File: src/rtl/comparator_arbiter_2ch.sv
// Two requesters share one combinational 4-bit comparator through a
// round-robin IDLE -> CMP -> DONE sequencer with registered results.
`timescale 1ns/1ps

module comparator_4bit (
    input  logic [3:0] i_a,
    input  logic [3:0] i_b,
    output logic       o_eq,
    output logic       o_gt,
    output logic       o_lt
);
    assign o_eq = (i_a == i_b);
    assign o_gt = (i_a >  i_b);
    assign o_lt = (i_a <  i_b);
endmodule

module comparator_arbiter_2ch (
    input  logic       i_clk,
    input  logic       i_rst,
    input  logic       i_req0,
    input  logic [3:0] i_a0,
    input  logic [3:0] i_b0,
    input  logic       i_req1,
    input  logic [3:0] i_a1,
    input  logic [3:0] i_b1,
    output logic       o_gnt0,
    output logic       o_gnt1,
    output logic       o_eq,
    output logic       o_gt,
    output logic       o_lt,
    output logic       o_busy
);
    typedef enum logic [1:0] {
        S_IDLE = 2'd0,
        S_CMP  = 2'd1,
        S_DONE = 2'd2
    } state_t;

    state_t     r_state;
    state_t     w_state_nxt;
    logic [3:0] r_a;
    logic [3:0] r_b;
    logic       r_owner;
    logic       r_last;
    logic       r_eq;
    logic       r_gt;
    logic       r_lt;

    logic       w_any_req;
    logic       w_pick;
    logic       w_cmp_eq;
    logic       w_cmp_gt;
    logic       w_cmp_lt;

    comparator_4bit u_cmp (
        .i_a  (r_a),
        .i_b  (r_b),
        .o_eq (w_cmp_eq),
        .o_gt (w_cmp_gt),
        .o_lt (w_cmp_lt)
    );

    // Under contention the requester not granted last time wins.
    assign w_any_req = i_req0 | i_req1;
    assign w_pick    = (i_req0 & i_req1) ? ~r_last : i_req1;

    always_ff @(posedge i_clk) begin
        if (i_rst) begin
            r_state <= S_IDLE;
        end else begin
            r_state <= w_state_nxt;
        end
    end

    always_comb begin
        w_state_nxt = S_IDLE;
        case (r_state)
            S_IDLE:  w_state_nxt = w_any_req ? S_CMP : S_IDLE;
            S_CMP:   w_state_nxt = S_DONE;
            S_DONE:  w_state_nxt = S_IDLE;
            default: w_state_nxt = S_IDLE;
        endcase
    end

    always_ff @(posedge i_clk) begin
        if (i_rst) begin
            r_owner <= 1'b0;
            r_last  <= 1'b1;
            r_a     <= 4'd0;
            r_b     <= 4'd0;
            r_eq    <= 1'b0;
            r_gt    <= 1'b0;
            r_lt    <= 1'b0;
        end else begin
            if (r_state == S_IDLE && w_any_req) begin
                r_owner <= w_pick;
                r_last  <= w_pick;
                r_a     <= w_pick ? i_a1 : i_a0;
                r_b     <= w_pick ? i_b1 : i_b0;
            end
            if (r_state == S_CMP) begin
                r_eq <= w_cmp_eq;
                r_gt <= w_cmp_gt;
                r_lt <= w_cmp_lt;
            end
        end
    end

    assign o_gnt0 = (r_state == S_DONE) && (r_owner == 1'b0);
    assign o_gnt1 = (r_state == S_DONE) && (r_owner == 1'b1);
    assign o_eq   = r_eq;
    assign o_gt   = r_gt;
    assign o_lt   = r_lt;
    assign o_busy = (r_state != S_IDLE);
endmodule

File: config.mk
export PLATFORM = sky130hd
export DESIGN_NAME = comparator_arbiter_2ch
export DESIGN_NICKNAME = d
export VERILOG_FILES = /design/src/rtl/comparator_arbiter_2ch.sv
export SDC_FILE = /design/constraint.sdc
export NUM_CORES = 1
export LEC_CHECK = 0
export CAP_MARGIN = 20
export CORE_MARGIN = 2
export CORE_UTILIZATION = 30
export CTS_CLUSTER_DIAMETER = 120
export CTS_CLUSTER_SIZE = 25
export DETAILED_ROUTE_END_ITERATION = 10
export PLACE_DENSITY_LB_ADDON = 0.2
export SLEW_MARGIN = 25
export SYNTH_ARGS = -nofsm -noshare
export SYNTH_HDL_FRONTEND = slang
export SYNTH_HIERARCHICAL = 1
export SYNTH_SLANG_ARGS = --single-unit
File: constraint.sdc
create_clock -name i_clk -period 1.6 [get_ports i_clk]
set_input_delay 0.16 -clock i_clk [delete_from_list [all_inputs] [get_ports i_clk]]
set_output_delay 0.16 -clock i_clk [all_outputs]
set_load 0.01 [all_outputs]
* After elaboration in Yosys (flattened, before gate mapping)
Index checks and enable logic that the tools add are counted.
** Storage, ports and cells
- Register bits after elaboration :: 15
- Input port bits :: 20
- Logic and storage cells :: 27
** Cells by class
- $lt $le $gt $ge :: 2
- Equality and inequality tests :: 3
- Muxes and demuxes :: 5
- Bitwise logic cells :: 4
- Reductions and logical operators :: 5
** Operators by type and width (count)
- two-way mux 4 bit :: 2
- == test 4 bit :: 1
- greater-than comparator 4 bit :: 1
- less-than comparator 4 bit :: 1
- case mux 2 bit (2 select lines) :: 1
- logical AND 1 bit :: 3
- == test 2 x 1 -> 1 bit (second input constant) :: 1
- == test 2 bit (second input constant) :: 1
- zero test 2 bit :: 1
- two-way mux 1 bit :: 2
- inverter 1 bit :: 2
- nonzero test 2 bit :: 1
- bitwise AND 1 bit :: 1
- OR 1 bit :: 1

* Longest topological paths before layout
- Word-level depth :: 3
- Gate-level depth with buffers :: 7
- Mapped depth without buffers :: 7

* Modules after synthesis
Netlist, hierarchy kept.
** Modules (own cells, without submodules)
- comparator_arbiter_2ch :: times used 1, cells each 75, area an instance 686.9 sq um
- comparator_4bit :: times used 1, cells each 16, area an instance 128.9 sq um

* Worst setup path before layout
Ideal clock, no wire load.
- Path type :: flip-flop to flip-flop
- Start :: register r_b[3]
- End :: register r_lt (netlist: o_lt)
- Data arrival time :: 1116 ps
- Data required time :: 1472 ps
- Slack :: 357 ps
- Stages on the path, launching flop included :: 8
- Path buffers :: 0
- Clock period less this slack :: 1243 ps
- Path through :: dfxtp_1 inv_1 ha_1 nand2_1 o21bai_4 and2_1 mux2i_1 nor2_1
** Between the ends
- Longest elaborated chain between the ends :: 1
** Ends and longest elaborated chain
- start: declaration :: RTL line 42 : logic [3:0] r_b;
- start signal: assignment :: RTL line 99 : r_b <= w_pick ? i_b1 : i_b0;
- less-than comparator 4 bit :: RTL line 14 : assign o_lt = (i_a < i_b);
- named net w_cmp_lt :: RTL line 53 : logic w_cmp_lt;
- end signal: assignment :: RTL line 104 : r_lt <= w_cmp_lt;
- end: declaration :: RTL line 47 : logic r_lt;
The timed path passes the listed nets, and every way through them passes these cells.
A chain may end at the register's enable or synchronous reset.

* Final worst setup path
- Start :: register r_state[0]
- End :: output port o_gnt1
** Between the ends
- Longest elaborated chain between the ends :: 2
** Ends and longest elaborated chain
- start: declaration :: RTL line 39 : state_t r_state;
- start signal: assignment :: RTL line 71 : r_state <= w_state_nxt;
- == test 2 bit :: RTL line 110 : assign o_gnt1 = (r_state == S_DONE) && (r_owner == 1'b1);
- logical AND 1 bit :: RTL line 110
- end: declaration :: RTL line 27 : output logic o_gnt1,
No other way between the ends.

==> metrics.cfg <==
[sta]
hold_viol_final = 0
achievable_freq_mhz = 662.2
worst_slew_margin_rel = 0.8014
timing.final.crit_share = 0.9438
worst_pin_slew_ps = 296.8
clock-skew-final_ps = 7.406
setup_viol = 0
drv_slew = 0
final.min_clock_period_ps = 1510
fin_tns_setup_ps = 0
unrepaired_setup_endpoints_after_global_routing = false

[place]
placement.cell_area_mm2 = 0.001080
dpl.cell_count = 145
port_buffers = 25
place_congestion = 0.7158
dp.final_hpwl_mm = 1.319

[cells_and_area]
post_route_cells_drive_above_1_share = 0.1092
register_area_um2 = 300.3
n_fill_cell = 268
fin_area_mm2 = 0.001111
layout_stage_area_growth_over_the_synthesis_result_pct = 36.20
multi_input_area_um2 = 450.4
num_antenna_cells = 0
final_core_utilization = 0.4405
final_cell_count_no_fill = 149
layout.nets = 144

[floorplanning]
die_area_mm2 = 0.003152
die_h_um = 56.15
initial_core_util = 0.3234
core_area_mm2 = 0.002522
floorplan.die.width_um = 56.15
ios = 26
rows = 18

[grt]
gr-usage-met2 = 0.1832
groute.usage.overall = 0.1089
global_route_wire_length_before_repair_mm = 2.677
grt.met1_usage = 0.1241
grt_antenna_before_repair = 0
grt_remaining_overflow = 0
top_usage_layer = met2
first_global_vias = 631
grt_max_degree = 12
grt.met3_usage = 0.04884

[synthesis]
dominantRegCellSynth = sky130_fd_sc_hd__dfxtp_1
synth.area.top_cells = sky130_fd_sc_hd__dfxtp_1 37%, sky130_fd_sc_hd__nand2_1 9.2%, sky130_fd_sc_hd__a311oi_1 8.6%
synthArstFlopShare = 0
synth.most_common_cell = sky130_fd_sc_hd__nand2_1
synth-seq-area-share = 0.3681
synth_seq_cells = 15
synth_cells = 91
synth_largest_type_area_fraction = 0.3681
syn_area_per_cell_um2 = 8.965
synth.largest_area_cell = sky130_fd_sc_hd__dfxtp_1
synth_area_um2 = 815.8
post_synth_top_cells = 20 x sky130_fd_sc_hd__nand2_1, 15 x sky130_fd_sc_hd__dfxtp_1, 9 x sky130_fd_sc_hd__a21oi_1
synth-edff-count = 0
syn_nets = 115
synthesis.yosys.warnings = 6
yosys.cell_types.count = 27

[detailed_routing]
routedWlPerCell_um = 10.91
via_count = 691
final_antenna_net_count = 0
total_iterations_of_the_first_detailed_routing_run = 4
drt-vias-per-instance = 4.638
drc = 0
routed_wirelength_mm = 1.626
drtIter0Drc = 8

[power_and_ir_drop]
vdd.ir_drop.worst_v = 0.0005128
cellLeakagePower_nw = 0.4879
cell_pwr_density_mw_per_mm2 = 863.2

[clock_tree]
cts-root-buf = sky130_fd_sc_hd__clkbuf_4
numClockSinks = 15
cts_inserted_buffers = 3
ctsHtreeMaxLevel = 1
postCtsSetupBuffers = 0
tritoncts = yes
clk_transition_reported_paths_ps = 90
clk_lat_worst_skew_ps = 280
clk_path_buf_depth = 2

[critical_path]
worst_path_max_delay_cell = sky130_fd_sc_hd__clkdlybuf4s50_1
path_max_fanout = 4
worst-setup-path-type = reg2out
cp_slowest_stage_delay_ps = 530
required_ps = 1440
cp-end-kind = primary output
path_delay_family = buffers and inverters
cp_cell_sequence = and3b_1 -> clkdlybuf4s50_1
number_of_buffers_and_inverters_on_the_critical_path = 1
crit_arrival_ps = 1350
critical_path.startpoint_type = flop

[status]
outcome = completed

[worst_hold_path]
worst_hold_path_type = in2reg

[run]
drv.max_cap_violation_count = 0

[sequential cells by signal, indices dropped and copies added (netlist names)]
register	cells
r_owner	1
o_eq	1
r_b	4
r_last	1
o_gt	1
o_lt	1
r_state	2
r_a	4
[routing by layer]
layer | part of all wire | vias up
met5 | 0 | -
met4 | 0.0086 | 0
met3 | 0.067 | 2
met2 | 0.42 | 24
met1 | 0.51 | 293
li1 | - | 372
[through the flow]
step	worst slack [ps]	hold WS [ps]	total power (W)
after detailed placement	91.27	487.8	0.0007654
after floorplan	356.8	232.1	0.0006629
after global routing	22.89	443.5	0.001029
after global placement	125.2	472.8	0.0007599
after CTS	2.675	441.9	0.0009806
final	89.99	449.0	0.0009591
[worst paths after layout]
check	startpoint	to	slack, ps	cells past startpoint
setup / recovery	r_state[0]	o_gnt1	90	2
hold / removal	i_a0[2]	r_a[2]	450	3
setup reg to reg	r_b[3]	o_lt	280	7
hold reg to reg	r_owner	r_owner	500	2
[layout make-up]
class                      instances  area share
multi-input combinational         67      0.4054
sequential                        15      0.2703
timing repair buffer              28      0.2500
tap                               30     0.03378
clock buffer                       4     0.02365
inverter                           5     0.01689
[power breakdown]
part | switching, W | total (W) | leakage [nW] | internal (W)
logic | 0.000140 | 0.000312 | 0.349 | 0.000171
registers | 0.0000254 | 0.000439 | 0.124 | 0.000414
clock network | 0.000112 | 0.000208 | 0.0150 | 0.0000967
total | 0.000277 | 0.000959 | 0.488 | 0.000682
[cell families after synthesis]
kind of cell    synth area share
fa+ha+maj                0.06135
mux                      0.03681
flops                     0.3681
buf+inv                  0.07975
simple gates              0.2147
compound gates            0.2393
[cells in the final DEF, fill, tap and decap left out]
cell	synthesis	final
sky130_fd_sc_hd__dfxtp_1	15	15
sky130_fd_sc_hd__a311oi_1	8	8
sky130_fd_sc_hd__a221o_1	1	1
sky130_fd_sc_hd__clkbuf_1	1	1
sky130_fd_sc_hd__or2_1	1	1
sky130_fd_sc_hd__nor2b_4	1	1
sky130_fd_sc_hd__clkdlybuf4s50_1	0	23
sky130_fd_sc_hd__nor2b_1	1	1
sky130_fd_sc_hd__a21oi_1	9	9
sky130_fd_sc_hd__nand2b_1	1	1
sky130_fd_sc_hd__dlymetal6s2s_1	0	2
sky130_fd_sc_hd__buf_4	0	3
sky130_fd_sc_hd__nor2_2	1	1
sky130_fd_sc_hd__nor3_1	1	1
sky130_fd_sc_hd__a21boi_4	1	1
sky130_fd_sc_hd__and3b_1	1	1
sky130_fd_sc_hd__nand2_1	20	20
sky130_fd_sc_hd__and2_1	1	1
sky130_fd_sc_hd__clkbuf_4	0	3
sky130_fd_sc_hd__a21oi_2	2	2
sky130_fd_sc_hd__mux2i_1	3	3
sky130_fd_sc_hd__nor2_1	6	6
sky130_fd_sc_hd__a21bo_1	1	1
sky130_fd_sc_hd__nor2_4	1	1
sky130_fd_sc_hd__o21bai_4	1	1
sky130_fd_sc_hd__o21ai_0	1	1
sky130_fd_sc_hd__nor3b_1	1	1
sky130_fd_sc_hd__ha_1	4	4
sky130_fd_sc_hd__inv_1	5	5
[timing repair]
action                                  in CTS  in global routing
hold buffers                                 0                  0
hold endpoints to repair                     0                  0
endpoints found under the setup margin       0                  2
gates resized for setup                      0                  2
[tightest hold or removal path: stages]
cell	delay (ps)
sky130_fd_sc_hd__clkdlybuf4s50_1	400
sky130_fd_sc_hd__nand2_1	60
sky130_fd_sc_hd__a311oi_1	70
Power figures use the tool's default switching activity.
